`config.mk`:
```
export PLATFORM = sky130hd
export DESIGN_NAME = f_writeback_unit_flat
export DESIGN_NICKNAME = d
export VERILOG_FILES = /design/src/rtl/f_writeback_unit_if.sv /design/src/rtl/f_writeback_unit.sv /design/src/flat_wrapper.sv
export SDC_FILE = /design/constraint.sdc
export NUM_CORES = 1
export LEC_CHECK = 0
export ABC_AREA = 1
export CORE_AREA = 5 5 108 110
export CTS_CLUSTER_SIZE = 28
export DETAILED_ROUTE_END_ITERATION = 10
export DIE_AREA = 0 0 113 115
export PLACE_DENSITY = 0.8
export SETUP_SLACK_MARGIN = 0.2
export SLEW_MARGIN = 20
export SYNTH_ARGS = -nofsm -noshare
export SYNTH_HDL_FRONTEND = slang
export SYNTH_SLANG_ARGS = --single-unit
```
`constraint.sdc`:
```
create_clock -name CLK -period 1.65 [get_ports CLK]
set_clock_uncertainty 0.15 [all_clocks]
set_input_delay 0.165 -clock CLK [delete_from_list [all_inputs] [get_ports CLK]]
set_output_delay 0.165 -clock CLK [all_outputs]
set_load 0.005 [all_outputs]
```
`src/rtl/f_writeback_unit_if.sv`:
```
// Bundle between the FP writeback stage and its neighbours: FPU result handshake,
// FLW data, issue scoreboard, register file write port and the FP CSR port.
interface f_writeback_unit_if;
  logic        fpu_valid;
  logic        fpu_ready;
  logic [4:0]  fpu_rd;
  logic [31:0] fpu_result;
  logic [4:0]  fpu_flags;
  logic        ld_valid;
  logic [4:0]  ld_rd;
  logic [31:0] ld_data;
  logic        issue_valid;
  logic [4:0]  issue_rd;
  logic [31:0] busy_mask;
  logic        f_wen;
  logic [4:0]  f_rd;
  logic [31:0] f_w_data;
  logic        csr_wen;
  logic [11:0] csr_addr;
  logic [31:0] csr_wdata;
  logic [31:0] csr_rdata;
  logic [2:0]  frm_out;
  logic [4:0]  fflags_out;

  modport master (
    output fpu_valid, fpu_rd, fpu_result, fpu_flags,
    output ld_valid, ld_rd, ld_data,
    output issue_valid, issue_rd,
    output csr_wen, csr_addr, csr_wdata,
    input  fpu_ready, busy_mask, f_wen, f_rd, f_w_data,
    input  csr_rdata, frm_out, fflags_out
  );

  modport slave (
    input  fpu_valid, fpu_rd, fpu_result, fpu_flags,
    input  ld_valid, ld_rd, ld_data,
    input  issue_valid, issue_rd,
    input  csr_wen, csr_addr, csr_wdata,
    output fpu_ready, busy_mask, f_wen, f_rd, f_w_data,
    output csr_rdata, frm_out, fflags_out
  );
endinterface

```
`src/rtl/f_writeback_unit.sv`:
```
// FP writeback stage: load-priority arbitration onto the register file write port,
// sticky fflags / frm CSRs, and the per-register FPU busy scoreboard.
module f_writeback_unit (
  input  logic CLK,
  input  logic nRST,
  f_writeback_unit_if.slave wb
);

  localparam logic [11:0] ADDR_FFLAGS = 12'h001;
  localparam logic [11:0] ADDR_FRM    = 12'h002;
  localparam logic [11:0] ADDR_FCSR   = 12'h003;

  logic        fpu_acc;
  logic        wen_q, wen_d;
  logic [4:0]  rd_q, rd_d;
  logic [31:0] data_q, data_d;
  logic [4:0]  fflags_q, fflags_d;
  logic [2:0]  frm_q, frm_d;
  logic [31:0] busy_q, busy_d;

  function automatic logic [31:0] csr_read(input logic [11:0] addr,
                                           input logic [2:0] frm,
                                           input logic [4:0] fflags);
    case (addr)
      ADDR_FFLAGS: csr_read = {27'b0, fflags};
      ADDR_FRM:    csr_read = {29'b0, frm};
      ADDR_FCSR:   csr_read = {24'b0, frm, fflags};
      default:     csr_read = 32'b0;
    endcase
  endfunction

  assign wb.fpu_ready = nRST & ~wb.ld_valid;
  assign fpu_acc      = wb.fpu_valid & wb.fpu_ready;

  always_comb begin
    wen_d    = wb.ld_valid | fpu_acc;
    rd_d     = rd_q;
    data_d   = data_q;
    fflags_d = fflags_q;
    frm_d    = frm_q;
    busy_d   = busy_q;

    if (wb.ld_valid) begin
      rd_d   = wb.ld_rd;
      data_d = wb.ld_data;
    end else if (fpu_acc) begin
      rd_d   = wb.fpu_rd;
      data_d = wb.fpu_result;
    end

    if (wb.csr_wen) begin
      case (wb.csr_addr)
        ADDR_FFLAGS: fflags_d = wb.csr_wdata[4:0];
        ADDR_FRM:    frm_d    = wb.csr_wdata[2:0];
        ADDR_FCSR: begin
          frm_d    = wb.csr_wdata[7:5];
          fflags_d = wb.csr_wdata[4:0];
        end
        default: ;
      endcase
    end
    // OR after the CSR write so an accepting FPU op never loses its flags
    if (fpu_acc) fflags_d = fflags_d | wb.fpu_flags;

    // Clear first so a same-cycle issue to the same register stays busy
    if (fpu_acc)        busy_d[wb.fpu_rd]   = 1'b0;
    if (wb.issue_valid) busy_d[wb.issue_rd] = 1'b1;
  end

  always_ff @(posedge CLK) begin
    if (!nRST) begin
      wen_q    <= 1'b0;
      rd_q     <= 5'b0;
      data_q   <= 32'b0;
      fflags_q <= 5'b0;
      frm_q    <= 3'b0;
      busy_q   <= 32'b0;
    end else begin
      wen_q    <= wen_d;
      rd_q     <= rd_d;
      data_q   <= data_d;
      fflags_q <= fflags_d;
      frm_q    <= frm_d;
      busy_q   <= busy_d;
    end
  end

  assign wb.f_wen      = wen_q;
  assign wb.f_rd       = rd_q;
  assign wb.f_w_data   = data_q;
  assign wb.fflags_out = fflags_q;
  assign wb.frm_out    = frm_q;
  assign wb.busy_mask  = busy_q;
  assign wb.csr_rdata  = csr_read(wb.csr_addr, frm_q, fflags_q);

endmodule
```
`src/flat_wrapper.sv`:
```
// flat-port wrapper written by rule: the top's interface ports become plain ports
module f_writeback_unit_flat 
  (CLK, nRST, wb_fpu_valid, wb_fpu_rd, wb_fpu_result, wb_fpu_flags, wb_ld_valid, wb_ld_rd, wb_ld_data, wb_issue_valid, wb_issue_rd, wb_csr_wen, wb_csr_addr, wb_csr_wdata, wb_fpu_ready, wb_busy_mask, wb_f_wen, wb_f_rd, wb_f_w_data, wb_csr_rdata, wb_frm_out, wb_fflags_out);
  f_writeback_unit_if wb_i ();
  input  logic CLK;
  input  logic nRST;
  input wire logic [$bits(wb_i.fpu_valid)-1:0] wb_fpu_valid;
  input wire logic [$bits(wb_i.fpu_rd)-1:0] wb_fpu_rd;
  input wire logic [$bits(wb_i.fpu_result)-1:0] wb_fpu_result;
  input wire logic [$bits(wb_i.fpu_flags)-1:0] wb_fpu_flags;
  input wire logic [$bits(wb_i.ld_valid)-1:0] wb_ld_valid;
  input wire logic [$bits(wb_i.ld_rd)-1:0] wb_ld_rd;
  input wire logic [$bits(wb_i.ld_data)-1:0] wb_ld_data;
  input wire logic [$bits(wb_i.issue_valid)-1:0] wb_issue_valid;
  input wire logic [$bits(wb_i.issue_rd)-1:0] wb_issue_rd;
  input wire logic [$bits(wb_i.csr_wen)-1:0] wb_csr_wen;
  input wire logic [$bits(wb_i.csr_addr)-1:0] wb_csr_addr;
  input wire logic [$bits(wb_i.csr_wdata)-1:0] wb_csr_wdata;
  output wire logic [$bits(wb_i.fpu_ready)-1:0] wb_fpu_ready;
  output wire logic [$bits(wb_i.busy_mask)-1:0] wb_busy_mask;
  output wire logic [$bits(wb_i.f_wen)-1:0] wb_f_wen;
  output wire logic [$bits(wb_i.f_rd)-1:0] wb_f_rd;
  output wire logic [$bits(wb_i.f_w_data)-1:0] wb_f_w_data;
  output wire logic [$bits(wb_i.csr_rdata)-1:0] wb_csr_rdata;
  output wire logic [$bits(wb_i.frm_out)-1:0] wb_frm_out;
  output wire logic [$bits(wb_i.fflags_out)-1:0] wb_fflags_out;
  assign wb_i.fpu_valid = wb_fpu_valid;
  assign wb_i.fpu_rd = wb_fpu_rd;
  assign wb_i.fpu_result = wb_fpu_result;
  assign wb_i.fpu_flags = wb_fpu_flags;
  assign wb_i.ld_valid = wb_ld_valid;
  assign wb_i.ld_rd = wb_ld_rd;
  assign wb_i.ld_data = wb_ld_data;
  assign wb_i.issue_valid = wb_issue_valid;
  assign wb_i.issue_rd = wb_issue_rd;
  assign wb_i.csr_wen = wb_csr_wen;
  assign wb_i.csr_addr = wb_csr_addr;
  assign wb_i.csr_wdata = wb_csr_wdata;
  assign wb_fpu_ready = wb_i.fpu_ready;
  assign wb_busy_mask = wb_i.busy_mask;
  assign wb_f_wen = wb_i.f_wen;
  assign wb_f_rd = wb_i.f_rd;
  assign wb_f_w_data = wb_i.f_w_data;
  assign wb_csr_rdata = wb_i.csr_rdata;
  assign wb_frm_out = wb_i.frm_out;
  assign wb_fflags_out = wb_i.fflags_out;
  f_writeback_unit u_core (.CLK(CLK), .nRST(nRST), .wb(wb_i));
endmodule
```
==> reports/qor.txt <==
clock tree buffer depth - 2
layout cells sized above 1 - 19.2%
top cell type by total area after synthesis - dfxtp_1
Cell Area, Placed - 6020 um^2
share of the synthesized area in the top cell type - 40.8%
Post-Layout Cell Count - 876
slowest stage delay, CP - 0.47 ns
largest net degree at the start of global routing - 67
initial antenna violation count - 0
DP Cell Count - 857
WP buf/inv - 2
DRT antenna net count - 0
switching share of power - 25.1%
Netlist Area Pre-Place - 3830 um^2
Critical Path RT - 1.69 ns
CP Max Fanout - 9
unrepaired setup endpoints after global routing - true
# setup viols final - 0
Hold Crit Class - in -> reg
worst hold slack - 0.227 ns
worst skew pair latency - 0.33 ns
register bit total from synthesis - 78
period utilisation layout - 87.5%
Root Buffer - clkbuf_8
Total GRT Usage - 19.7%
r2r setup slk - 0.74 ns
worst hold path startpoint - wb_ld_valid
yosys warns - 0
Min-Delay Endpoint - u_core.wb.f_rd[2]
CTS tree - built
Placer Congestion - 0.891
std cell rows - 38
maximum vdd ir drop - 406 uV
cell-internal power - 0.00315 W
Post-Syn Instances - 516
Final HPWL DP - 10.4 mm
crit end category - flop
R2R cell count - 5
clk sinks - 78
GR Overflow Total - 0
clock group share of total power - 33.0%
ranking of synthesized cells by area - dfxtp_1 (41%), nand2_1 (11%), mux2_2 (9.4%)
RR Startpoint - u_core.wb.fflags_out[4]
vias in the first global route - 4349
io pins - 245
worst reg2reg path endpoint - u_core.wb.fflags_out[4]
Seq/Total Area, Yosys - 40.8%
crit path kind - in -> reg
IO Port Bufs - 196
Avg WL per Cell - 15.5 um
fin. max-slew vios - 0
TritonCTS Buffers - 9
chip width - 113 um
Hold Fails Final Rpt - 0
number of diodes - 0
fin area - 6170 um^2
Remaining DRCs - 0
worst-path cell chain - clkdlybuf4s50_1 > nor3b_4 > buf_12 > nand2_2 > o21ai_1 > a21oi_1
Seq pwr share - 47.5%
drt pass-1 iters - 5
first-pass GRT wire length - 20.8 mm
Sw Pwr - 0.00105 W
Max Cap Violations - 0
combinational share of power - 19.5%
synth unique cells - 21
setup slack at placement - -0.428 ns
CP Launch Type - input port
vias per cell - 4.88
initial DRC count - 251
delay-heaviest family, CP - buffers and inverters
Tightest Pin Transition - 0.550 ns
area growth from synthesis to layout - 61.3%
setup_tns - 0 ns
synthesized area per cell - 7.42 um^2
run status - finished clean
Die ar. - 13000 um^2
Die Y - 115 um
hold path depth - 5
Hold-fix buffers, CTS - 0
via count - 4276
Arr. time, crit path - 1.49 ns
Initial Util - 36.1%
Rel. slew slack - 63.4%
H-tree depth - 3
wirelength, routed - 13.6 mm
Final WS setup - 0.206 ns
min Tclk post-route - 1.44 ns
clk slew on worst S/H paths - 0.07 ns
Leak - 2.80 nW
number of nets in the layout - 866
Max Freq - 692 MHz
Power Density - 681 nW/um^2
slowest cell on the critical path - clkdlybuf4s50_1
core area - 10600 um^2
==> worst max path at each step <==
| stage | slack (ns) | cells after the start | to | startpoint |
|---|---|---|---|---|
| after floorplan | 0.30 | 6 | wb_csr_rdata[0] | wb_csr_addr[11] |
| after global placement | -0.38 | 8 | wb_csr_rdata[0] | wb_csr_addr[11] |
| after detailed placement | -0.43 | 8 | wb_csr_rdata[1] | wb_csr_addr[11] |
| after CTS | 0.19 | 9 | wb_csr_rdata[1] | wb_csr_addr[4] |
| after global routing | 0.14 | 6 | u_core.wb.busy_mask[21] | wb_fpu_valid |
| final | 0.21 | 6 | u_core.wb.busy_mask[6] | wb_fpu_valid |
==> synthesized netlist by cell type, drive strengths merged <==
| library cell | count |
|---|---|
| clkbuf | 12 |
| a31oi | 2 |
| inv | 29 |
| nand2 | 117 |
| o21ai | 72 |
| o21bai | 3 |
| nand4 | 5 |
| nor3 | 9 |
| buf | 39 |
| a22oi | 1 |
| a21oi | 67 |
| mux2 | 32 |
| nor2 | 28 |
| dfxtp | 78 |
| nand3 | 20 |
| conb | 1 |
| nor3b | 1 |
==> power by group through the flow <==
| stage | registers (W) | clock network [W] | logic [W] |
|---|---|---|---|
| global route | 0.00201 | 0.00153 | 0.000894 |
| floorplan | 0.00205 | 0 | 0.000350 |
| finish | 0.00200 | 0.00139 | 0.000819 |
| global placement | 0.00204 | 0 | 0.000848 |
| detailed placement | 0.00204 | 0 | 0.000866 |
| CTS | 0.00200 | 0.00143 | 0.000815 |
==> sequential cells by signal, summed over array words and instances (netlist names) <==
register and flops:
u_core.wb.busy_mask 32, u_core.wb.f_rd 5, u_core.wb.frm_out 3, u_core.wb.f_w_data 32, u_core.wb.f_wen 1, u_core.wb.fflags_out 5
==> per-layer routing <==
layer	track usage, %	up-vias	part of all wire [%]
met2	35.7	205	50
met3	5.68	30	7.8
met5	0	-	0
met1	21.8	1933	40
li1	-	2108	-
met4	7.61	0	2.0
==> stage by stage <==
step	total power [W]	utilization (%)
6_report	0.00421	58.2
3_5_place_dp	0.00291	56.8
5_1_grt	0.00443	58.2
2_1_floorplan	0.00240	-
4_1_cts	0.00425	58.2
3_3_place_gp	0.00289	56.8
==> cell usage in the layout, fill, tap and decap left out <==
cell type,count
nand2_1,110
clkdlybuf4s50_1,95
dlygate4sd2_1,84
a21oi_1,67
dfxtp_1,60
o21ai_0,48
mux2_2,32
buf_4,32
inv_1,26
conb_1,24
nor2_1,21
o21ai_1,20
nand3_1,19
dfxtp_2,18
clkbuf_8,10
clkbuf_2,10
nor3_1,9
buf_2,7
nand4_1,5
nor2_2,4
nand2_2,4
o21ai_2,4
inv_2,3
nand2_4,3
nor2_4,3
o21bai_1,3
buf_12,3
a31oi_1,2
clkinv_2,2
buf_6,2
nor3b_4,1
nand3_4,1
a22oi_1,1
clkinvlp_4,1
bufinv_16,1
clkbuf_1,1
==> cell type report <==
cell class              instances  area, um^2
flip-flops and latches         78        1580
clock inverters                 4        47.5
inverters                      29         109
well taps                     140         175
fillers                       965        4430
repair buffers                233        2090
multi-input cells             381        2020
clock buffers                  11         141
==> cells by family after synthesis <==
kind of cell | synth area share [%]
AOI/OAI and AO/OA | 19.3
buffers and inverters | 11.1
DFF | 40.8
muxes | 9.42
other | 0.0980
and+or+nand+nor | 19.3
==> what timing repair did <==
action,4_1_cts,5_1_grt
setup buffers,4,0
gates cloned,0,0
pin swaps,17,12
gates resized for setup,163,38
endpoints found under the setup margin,162,49
==> worst min-delay path: cells and delay by family <==
kind / cells / cell delay, ns
AO/OA/AOI/OAI: 1 / 0.08
buffers and inverters: 2 / 0.29
AND/OR/NAND/NOR: 2 / 0.13
Power figures use the tool's default switching activity.
